<file path="src/rtl/kronos_result_sched.sv">
// kronos_result_sched
//   Result-side scheduler for the kronos coprocessor datapath. Every accepted
//   instruction is tagged and carried through a DP_LAT-deep tag pipeline that
//   runs alongside the fixed-latency datapath. When a tag exits, its fields and
//   dp_result_i are pushed into an in-order result FIFO that drives the X-IF
//   result handshake. A credit counter (in-flight + buffered) provides issue
//   back-pressure, a small FSM tracks rol32_1->rol32_2 chains and a flush/drain
//   sequence.
//
// Ports
//   clk_i, rst_i            clock, asynchronous active-high reset
//   issue_valid_i/id/rd     accepted instruction and its X-IF id / destination
//   issue_done_i/cont_i     writeback request / chained intermediate op
//   issue_stall_o           back-pressure to the decoder
//   dp_result_i             datapath result, valid DP_LAT cycles after issue
//   flush_i, flush_done_o   flush request pulse / completion pulse
//   chain_busy_o            chain opened, closing op not yet issued
//   chain_err_o             pulse, cycle after an illegal op inside a chain
//   result_*                X-IF result channel (valid/ready handshake)
module kronos_result_sched #(
   parameter int unsigned DEPTH  = 4,
   parameter int unsigned DP_LAT = 2,
   parameter int unsigned ID_W   = 4,
   parameter int unsigned XLEN   = 32
) (
   input  logic            clk_i,
   input  logic            rst_i,
   input  logic            issue_valid_i,
   input  logic [ID_W-1:0] issue_id_i,
   input  logic [4:0]      issue_rd_i,
   input  logic            issue_done_i,
   input  logic            issue_cont_i,
   output logic            issue_stall_o,
   input  logic [XLEN-1:0] dp_result_i,
   input  logic            flush_i,
   output logic            flush_done_o,
   output logic            chain_busy_o,
   output logic            chain_err_o,
   output logic            result_valid_o,
   input  logic            result_ready_i,
   output logic [ID_W-1:0] result_id_o,
   output logic [4:0]      result_rd_o,
   output logic [XLEN-1:0] result_data_o,
   output logic            result_we_o
);

   localparam int unsigned PW = (DEPTH > 1) ? $clog2(DEPTH) : 1;
   localparam int unsigned CW = $clog2(DEPTH + 1);

   typedef enum logic [1:0] {IDLE, CHAIN, DRAIN} state_e;

   typedef struct packed {
      logic            v;
      logic [ID_W-1:0] id;
      logic [4:0]      rd;
      logic            we;
   } tag_t;

   typedef struct packed {
      logic [ID_W-1:0] id;
      logic [4:0]      rd;
      logic            we;
      logic [XLEN-1:0] data;
   } ent_t;

   state_e        state_q;
   logic          chain_err_q;
   logic [CW-1:0] cnt_q, cnt_d;
   logic [CW-1:0] fcnt_q, fcnt_d;
   logic [PW-1:0] wr_ptr_q, rd_ptr_q;
   tag_t          tag_q [DP_LAT];
   tag_t          tag_d;
   ent_t          fifo_q [DEPTH];
   ent_t          push_ent;
   ent_t          head;
   logic          issue_acc, push, pop;

   assign issue_stall_o  = (cnt_q == CW'(DEPTH)) | (state_q == DRAIN);
   assign issue_acc      = issue_valid_i & ~issue_stall_o;
   assign push           = tag_q[DP_LAT-1].v;
   assign result_valid_o = (fcnt_q != '0);
   assign pop            = result_valid_o & result_ready_i;

   assign head           = fifo_q[rd_ptr_q];
   assign result_id_o    = head.id;
   assign result_rd_o    = head.rd;
   assign result_we_o    = head.we;
   assign result_data_o  = head.data;

   assign chain_busy_o   = (state_q == CHAIN);
   assign chain_err_o    = chain_err_q;
   // Credits count in-flight and buffered insns, so cnt==0 in DRAIN means
   // the pipeline and FIFO are both empty.
   assign flush_done_o   = (state_q == DRAIN) && (cnt_q == '0);

   always_comb begin
      tag_d    = '0;
      tag_d.v  = issue_acc;
      tag_d.id = issue_id_i;
      tag_d.rd = issue_rd_i;
      tag_d.we = issue_done_i & ~issue_cont_i;

      push_ent      = '0;
      push_ent.id   = tag_q[DP_LAT-1].id;
      push_ent.rd   = tag_q[DP_LAT-1].rd;
      push_ent.we   = tag_q[DP_LAT-1].we;
      push_ent.data = dp_result_i;

      cnt_d = cnt_q;
      case ({issue_acc, pop})
         2'b10:   cnt_d = cnt_q + 1'b1;
         2'b01:   cnt_d = cnt_q - 1'b1;
         default: cnt_d = cnt_q;
      endcase

      fcnt_d = fcnt_q;
      case ({push, pop})
         2'b10:   fcnt_d = fcnt_q + 1'b1;
         2'b01:   fcnt_d = fcnt_q - 1'b1;
         default: fcnt_d = fcnt_q;
      endcase
   end

   // Tag pipeline, result FIFO and credit counters.
   always_ff @(posedge clk_i or posedge rst_i) begin
      if (rst_i) begin
         for (int unsigned i = 0; i < DP_LAT; i++) tag_q[i] <= '0;
         for (int unsigned i = 0; i < DEPTH; i++)  fifo_q[i] <= '0;
         wr_ptr_q <= '0;
         rd_ptr_q <= '0;
         fcnt_q   <= '0;
         cnt_q    <= '0;
      end else begin
         tag_q[0] <= tag_d;
         for (int unsigned i = 1; i < DP_LAT; i++) tag_q[i] <= tag_q[i-1];
         if (push) begin
            fifo_q[wr_ptr_q] <= push_ent;
            wr_ptr_q         <= wr_ptr_q + 1'b1;
         end
         if (pop) rd_ptr_q <= rd_ptr_q + 1'b1;
         fcnt_q <= fcnt_d;
         cnt_q  <= cnt_d;
      end
   end

   // Chain / flush control. A flush takes priority over a same-cycle issue's
   // chain bookkeeping; that issue is still tagged if it was accepted.
   always_ff @(posedge clk_i or posedge rst_i) begin
      if (rst_i) begin
         state_q     <= IDLE;
         chain_err_q <= 1'b0;
      end else begin
         chain_err_q <= 1'b0;
         case (state_q)
            IDLE: begin
               if (flush_i)                        state_q <= DRAIN;
               else if (issue_acc && issue_cont_i) state_q <= CHAIN;
            end
            CHAIN: begin
               if (flush_i) begin
                  state_q <= DRAIN;
               end else if (issue_acc) begin
                  if (issue_done_i && !issue_cont_i) state_q     <= IDLE;
                  else                               chain_err_q <= 1'b1;
               end
            end
            DRAIN: begin
               if (cnt_q == '0) state_q <= IDLE;
            end
            default: state_q <= IDLE;
         endcase
      end
   end

endmodule
</file>
<file path="config.mk">
export PLATFORM = sky130hd
export DESIGN_NAME = kronos_result_sched
export DESIGN_NICKNAME = d
export VERILOG_FILES = /design/src/rtl/kronos_result_sched.sv
export SDC_FILE = /design/constraint.sdc
export NUM_CORES = 1
export LEC_CHECK = 0
export BUFFER_PORTS_ARGS = -buffer_cell sky130_fd_sc_hd__buf_2
export CORE_UTILIZATION = 45
export DETAILED_ROUTE_END_ITERATION = 12
export PLACE_DENSITY_LB_ADDON = 0.05
export SLEW_MARGIN = 10
export SYNTH_ARGS = -nofsm -noshare
export SYNTH_HDL_FRONTEND = slang
export SYNTH_SLANG_ARGS = --single-unit
</file>
<file path="constraint.sdc">
create_clock -name clk_i -period 7.15 [get_ports clk_i]
set_input_delay 1.0725 -clock clk_i [delete_from_list [all_inputs] [get_ports clk_i]]
set_output_delay 1.0725 -clock clk_i [all_outputs]
set_load 0.02 [all_outputs]
</file>
==> flow_summary.json, run 1 <==
{
  "path_cells": "mux4_1, buf_2",
  "wl_per_cell_um": 19.5,
  "clkPwrFrac": 0.230,
  "worst-path-buf-inv": 1,
  "status": "completed",
  "p_comb_frac": 0.369,
  "die_width_um": 141,
  "reg2reg_depth": 8,
  "syn_nets": 553,
  "die_area_mm2": 0.0198,
  "start_util": 0.460,
  "cts_buffers": 24,
  "dp_hpwl_mm": 9.76,
  "crit_type": "flip-flop to output pin",
  "synth_flop_cell": "dfrtp_1",
  "tritoncts": "done",
  "reg2reg_from": "cnt_q[0]$_DFFE_PP0P_",
  "async_reset_ff_frac": 1.00,
  "ys_seq_area_frac": 0.588,
  "syn2layout_area_growth_pct": 14.9,
  "clock_latency_ns": 0.51,
  "ir_drop_mv": 0.195,
  "seq_power_share": 0.401,
  "synth_area_leaders": "dfrtp_1 (59%), mux2_2 (22%), mux4_2 (9.9%)",
  "drc": 0,
  "syn_area_per_cell_um2": 17.4,
  "yosysMostFrequentCell": "dfrtp_1",
  "min_path_type": "flip-flop to flip-flop",
  "root_buffer": "clkbuf_16",
  "clkTransAtPathRegs_ns": 0.05,
  "nFillCells": 1580,
  "diodes": 0,
  "grt_usage": 0.178,
  "cts_resized": 0,
  "antenna_found_initial": 1,
  "maxSlewViolCount": 0,
  "cts.path.max_buffers": 3,
  "htreeDepth": 1,
  "ant_nets": 0,
  "gp_congestion": 0.702,
  "synth_cell_types": 28,
  "grt_max_degree": 120,
  "via_per_inst": 5.39,
  "drtIter0Drc": 168,
  "finalPower_mw": 5.07,
  "maxCapViolCount": 0,
  "switching_power_mw": 1.64,
  "worstHoldPathCells": 0,
  "ys_ff_latch": 203,
  "cpLargestDelayFamily": "flip-flops",
  "leakage_nw": 4.43,
  "ys_top_cells_by_count": "dfrtp_1 (203), mux2_2 (168), mux4_2 (38)",
  "grt_pass1_vias": 5050,
  "period_minus_slack_ns": 3.49,
  "clock_skew_ns": 0.0123,
  "worstMarginPinSlew_ns": 1.07,
  "relSlewSlack": 0.285,
  "intPower_mw": 3.43,
  "cp.arrival_ns": 2.42,
  "crit_path_start_kind": "flip-flop",
  "hold_path.startpoint": "tag_q[21]$_DFF_PP0_",
  "dr.pass1.iters": 4,
  "grt_overflow_total": 0,
  "postRouteWirelength_mm": 16.5,
  "holdWs_ns": 0.349,
  "slowest_stage": "dfrtp_4",
  "grt_first_pass_wirelength_mm": 27.3,
  "num_rows": 50,
  "vias": 4567,
  "hold_viol": 0,
  "synth_edf_count": 0,
  "fin_tns_setup_ns": 0,
  "io_pins": 95,
  "ff2ff_setup_slack_ns": 4.94,
  "die_h_um": 141,
  "finalSetupViolations": 0,
  "synth.top_cell.area_share": 0.588,
  "io_buffers": 94,
  "dpl_cell_area_mm2": 0.00916,
  "final_cell_area_mm2": 0.00993,
  "r2r_end": "cnt_q[2]$_DFFE_PP0P_",
  "cts_setup_buffers": 0,
  "post-route-period-util": 0.489,
  "postCtsHoldBufs": 0,
  "switching_share": 0.323,
  "fin_nets": 652,
  "crit_path_end_kind": "output pin",
  "final_layout_size_suffix_gt1_frac": 0.566,
  "max_stage_delay_ns": 1.05,
  "yosys_warnings": 0,
  "p_per_area_mw_per_mm2": 510,
  "rsz0062_at_grt": "false",
  "synthCells": 497,
  "timing.fmax_mhz": 286,
  "synth_area_mm2": 0.00864,
  "cts_sinks": 203,
  "min_to": "push$_DFF_PP0_",
  "crit_path_max_fanout": 44,
  "core_area_mm2": 0.0188,
  "crit_required_ns": 6.08,
  "synth_largest_area_cell": "dfrtp_1"
}
-- kinds of logic after synthesis --
| group | after synthesis | synth area share |
|---|---|---|
| multiplexers | 212 | 0.332 |
| XOR/XNOR | 9 | 0.00912 |
| buffers and inverters | 39 | 0.0404 |
| AND/OR/NAND/NOR | 22 | 0.0139 |
| adder cells (fa/ha/maj) | 8 | 0.0133 |
| AO/OA/AOI/OAI | 4 | 0.00304 |
| flip-flops | 203 | 0.588 |
-- worst max path at each step --
stage,from,to,slack (ns),depth (start not counted)
floorplan,rst_i,chain_err_o$_DFF_PP0_,0.54,1
global placement,rd_ptr_q[0]$_DFFE_PP0P_,result_data_o[2],4.11,2
detailed placement,rd_ptr_q[0]$_DFFE_PP0P_,result_data_o[2],4.11,2
CTS,rd_ptr_q[0]$_DFFE_PP0P_,result_data_o[2],3.56,2
global route,rd_ptr_q[0]$_DFFE_PP0P_,result_data_o[1],3.49,2
finish,rd_ptr_q[0]$_DFFE_PP0P_,result_data_o[2],3.66,2
-- placed cells by master (no fill, tap or decap), types with 4 or more instances in the layout --
cell,count
clkbuf_16,25
clkbuf_1,9
inv_1,11
mux4_1,4
buf_4,6
buf_2,94
nand2_2,4
dfrtp_1,201
nand2_1,4
ha_1,6
mux4_2,38
xor2_1,6
mux2_2,168
clkbuf_8,8
-- metal layers --
metal	wire (um)	vias to the layer above	GRT usage
met5	13	-	0
met4	417	2	0.0521
met3	514	36	0.0306
met2	8220	83	0.302
met1	7320	2428	0.236
li1	-	2018	-
-- final cells by class --
type,instances,area [um^2],share of cell area
sequential,203,5080,0.512
multi-input combinational,255,3210,0.323
clock buffer,42,769,0.0775
timing repair buffer,100,515,0.0519
tap,234,293,0.0295
inverter,12,52.6,0.00529
clock inverter,1,5.00,0.000504
-- power groups by stage --
stage / Combinational [mW] / Clock (mW) / Sequential, mW
6_report: 1.87 / 1.17 / 2.03
5_1_grt: 2.01 / 1.25 / 2.12
4_1_cts: 1.90 / 1.20 / 2.04
3_5_place_dp: 1.90 / 0 / 2.06
3_3_place_gp: 1.85 / 0 / 2.03
2_1_floorplan: 1.63 / 0 / 1.86
-- state kept, by name, summed over array words and instances, names as in the netlist --
name / cells
chain_err_o: 1
cnt_q: 3
fcnt_q: 3
fifo_q: 168
push: 1
push_ent: 10
rd_ptr_q: 2
state_q: 2
tag_q: 11
wr_ptr_q: 2
-- worst reg2reg max path: cells and delay by family, from the launching register on --
kind,cells,cell delay (ns)
flip-flops,1,0.41
AND/OR/NAND/NOR,3,0.75
buffers and inverters,1,0.06
adder cells (fa/ha/maj),2,0.58
XOR/XNOR,2,0.33
-- per-stage QoR --
step	instances	setup WS, ns	utilization
5_1_grt	847	3.49	0.529
2_1_floorplan	497	0.538	-
4_1_cts	847	3.56	0.529
3_3_place_gp	804	4.11	0.488
3_5_place_dp	804	4.11	0.488
6_report	847	3.66	0.529
(Power assumes the default switching activity.)
==> inputs of run 2 (changes only) <==
==> constraint.sdc (replaced) <==
create_clock -name clk_i -period 3.6 [get_ports clk_i]
set_input_delay 0.54 -clock clk_i [delete_from_list [all_inputs] [get_ports clk_i]]
set_output_delay 0.54 -clock clk_i [all_outputs]
set_load 0.02 [all_outputs]
==> run 2 against run 1 <==
Flip-flop and latch count unchanged. Cell count is 0.35% higher. Non-clock buffer count up 5. Register-to-register slack worse by 3.5 ns. Combinational power up 100%. Largest power group unchanged. Highest routed layer unchanged.
==> flow_summary.json, run 2 (same netlist as run 1, synthesis figures left out) <==
{
  "status": "completed",
  "cp.depth": 2,
  "maxCapViolCount": 0,
  "die_width_um": 141,
  "cts_buffers": 23,
  "gp_congestion": 0.701,
  "fin_tns_setup_ns": 0,
  "finalPower_mw": 10.1,
  "clock_latency_ns": 0.49,
  "cts.path.max_buffers": 3,
  "crit_required_ns": 3.06,
  "min_path_type": "input port to flip-flop",
  "grt_max_degree": 52,
  "postRouteWirelength_mm": 16.4,
  "largest_reg_flops": 168,
  "reg2reg_from": "cnt_q[0]$_DFFE_PP0P_",
  "num_rows": 50,
  "die_area_mm2": 0.0198,
  "period_minus_slack_ns": 2.94,
  "final_cell_area_mm2": 0.00999,
  "crit_type": "flip-flop to output pin",
  "diodes": 0,
  "path_cells": "mux4_1, buf_2",
  "ir_drop_mv": 0.453,
  "leakage_nw": 4.46,
  "ant_nets": 0,
  "crit_path_end_kind": "output pin",
  "drtIter0Drc": 135,
  "startpoint": "rd_ptr_q[0]$_DFFE_PP0P_",
  "final_cell_mix": "dfrtp_1 (201), mux2_2 (168), buf_2 (94)",
  "p_per_area_mw_per_mm2": 1010,
  "vias": 4559,
  "cts_resized": 0,
  "hold_path.startpoint": "issue_rd_i[2]",
  "clock_skew_ns": 0.00391,
  "post-route-period-util": 0.818,
  "htreeDepth": 1,
  "seq_power_share": 0.402,
  "cpLargestDelayFamily": "flip-flops",
  "crit_path_start_kind": "flip-flop",
  "maxSlewViolCount": 0,
  "fin_util": 0.532,
  "dpl_cell_area_mm2": 0.00924,
  "worstMarginPinSlew_ns": 0.940,
  "io_buffers": 94,
  "grt_first_pass_wirelength_mm": 27.3,
  "largest-register": "fifo_q",
  "cp.arrival_ns": 2.40,
  "fin_nets": 656,
  "wl_per_cell_um": 19.3,
  "rsz0062_at_grt": "false",
  "cts_sinks": 203,
  "crit_path_max_fanout": 44,
  "antenna_found_initial": 1,
  "tritoncts": "done",
  "grt_pass1_vias": 5121,
  "io_pins": 95,
  "hold_viol": 0,
  "cts_setup_buffers": 0,
  "final_layout_size_suffix_gt1_frac": 0.578,
  "setup_ws_ns": 0.656,
  "grt_overflow_total": 0,
  "dr.pass1.iters": 3,
  "switching_power_mw": 3.27,
  "worst-path-buf-inv": 1,
  "root_buffer": "clkbuf_16",
  "finalSetupViolations": 0,
  "clkTransAtPathRegs_ns": 0.06,
  "via_per_inst": 5.36,
  "final_common_cell": "dfrtp_1",
  "worstHoldPathCells": 1,
  "grt_usage": 0.177,
  "start_util": 0.460,
  "intPower_mw": 6.80,
  "core_area_mm2": 0.0188,
  "dp_slack_ns": 1.13,
  "p_comb_frac": 0.372,
  "clkPwrFrac": 0.227,
  "drc": 0,
  "syn2layout_area_growth_pct": 15.6,
  "reg2reg_depth": 8,
  "die_h_um": 141,
  "slowest_stage": "dfrtp_4",
  "dp_hpwl_mm": 9.94,
  "timing.fmax_mhz": 340,
  "max_stage_delay_ns": 1.05,
  "postCtsHoldBufs": 0,
  "relSlewSlack": 0.374,
  "switching_share": 0.325
}
==> run 2: area by class of cell <==
type,count,area [um^2]
Clock inverter,11,108
Multi-Input combinational cell,255,3210
Timing Repair Buffer,105,603
Inverter,12,48.8
Sequential cell,203,5080
Tap cell,234,293
Clock buffer,30,642
Fill cell,1546,8780
==> run 2: path summary, 6_finish.rpt <==
| kind | to | slack, ns |
|---|---|---|
| worst max-delay path | result_id_o[3] | 0.66 |
| worst min-delay path | tag_q[14]$_DFF_PP0_ | 0.15 |
| worst max register to register | cnt_q[2]$_DFFE_PP0P_ | 1.42 |
| worst min register to register | push_ent[36]$_DFF_PP0_ | 0.35 |
| max in group asynchronous | fifo_q[76]$_DFFE_PP0P_ | 2.51 |
| min in group asynchronous | fifo_q[68]$_DFFE_PP0P_ | 0.24 |
==> run 2: power by group through the flow <==
stage | clock (mW) | combinational, mW | sequential (mW)
global route | 2.45 | 4.02 | 4.21
global placement | 0 | 3.71 | 4.03
detailed placement | 0 | 3.80 | 4.10
CTS | 2.36 | 3.81 | 4.06
floorplan | 0 | 3.24 | 3.69
finish | 2.28 | 3.74 | 4.04
==> run 2: stage by stage <==
stage / cells / hold WS (ns)
finish: 850 / 0.150
CTS: 850 / 0.125
global route: 850 / 0.125
floorplan: 497 / 0.331
detailed placement: 809 / 0.337
global placement: 809 / 0.332
==> run 2: routing by layer <==
metal	routed length, um	track usage	share of wire
met2	7930	0.296	0.48
met4	438	0.0549	0.027
met3	607	0.0326	0.037
met5	13	0	0.00079
met1	7420	0.237	0.45
==> run 2: worst register-to-register path, delay by kind of cell (launching register included) <==
family        cells  cell delay (ns)
simple gates      3             0.74
xor+xnor          2             0.30
buf+inv           1             0.06
flops             1             0.42
fa+ha+maj         2             0.58
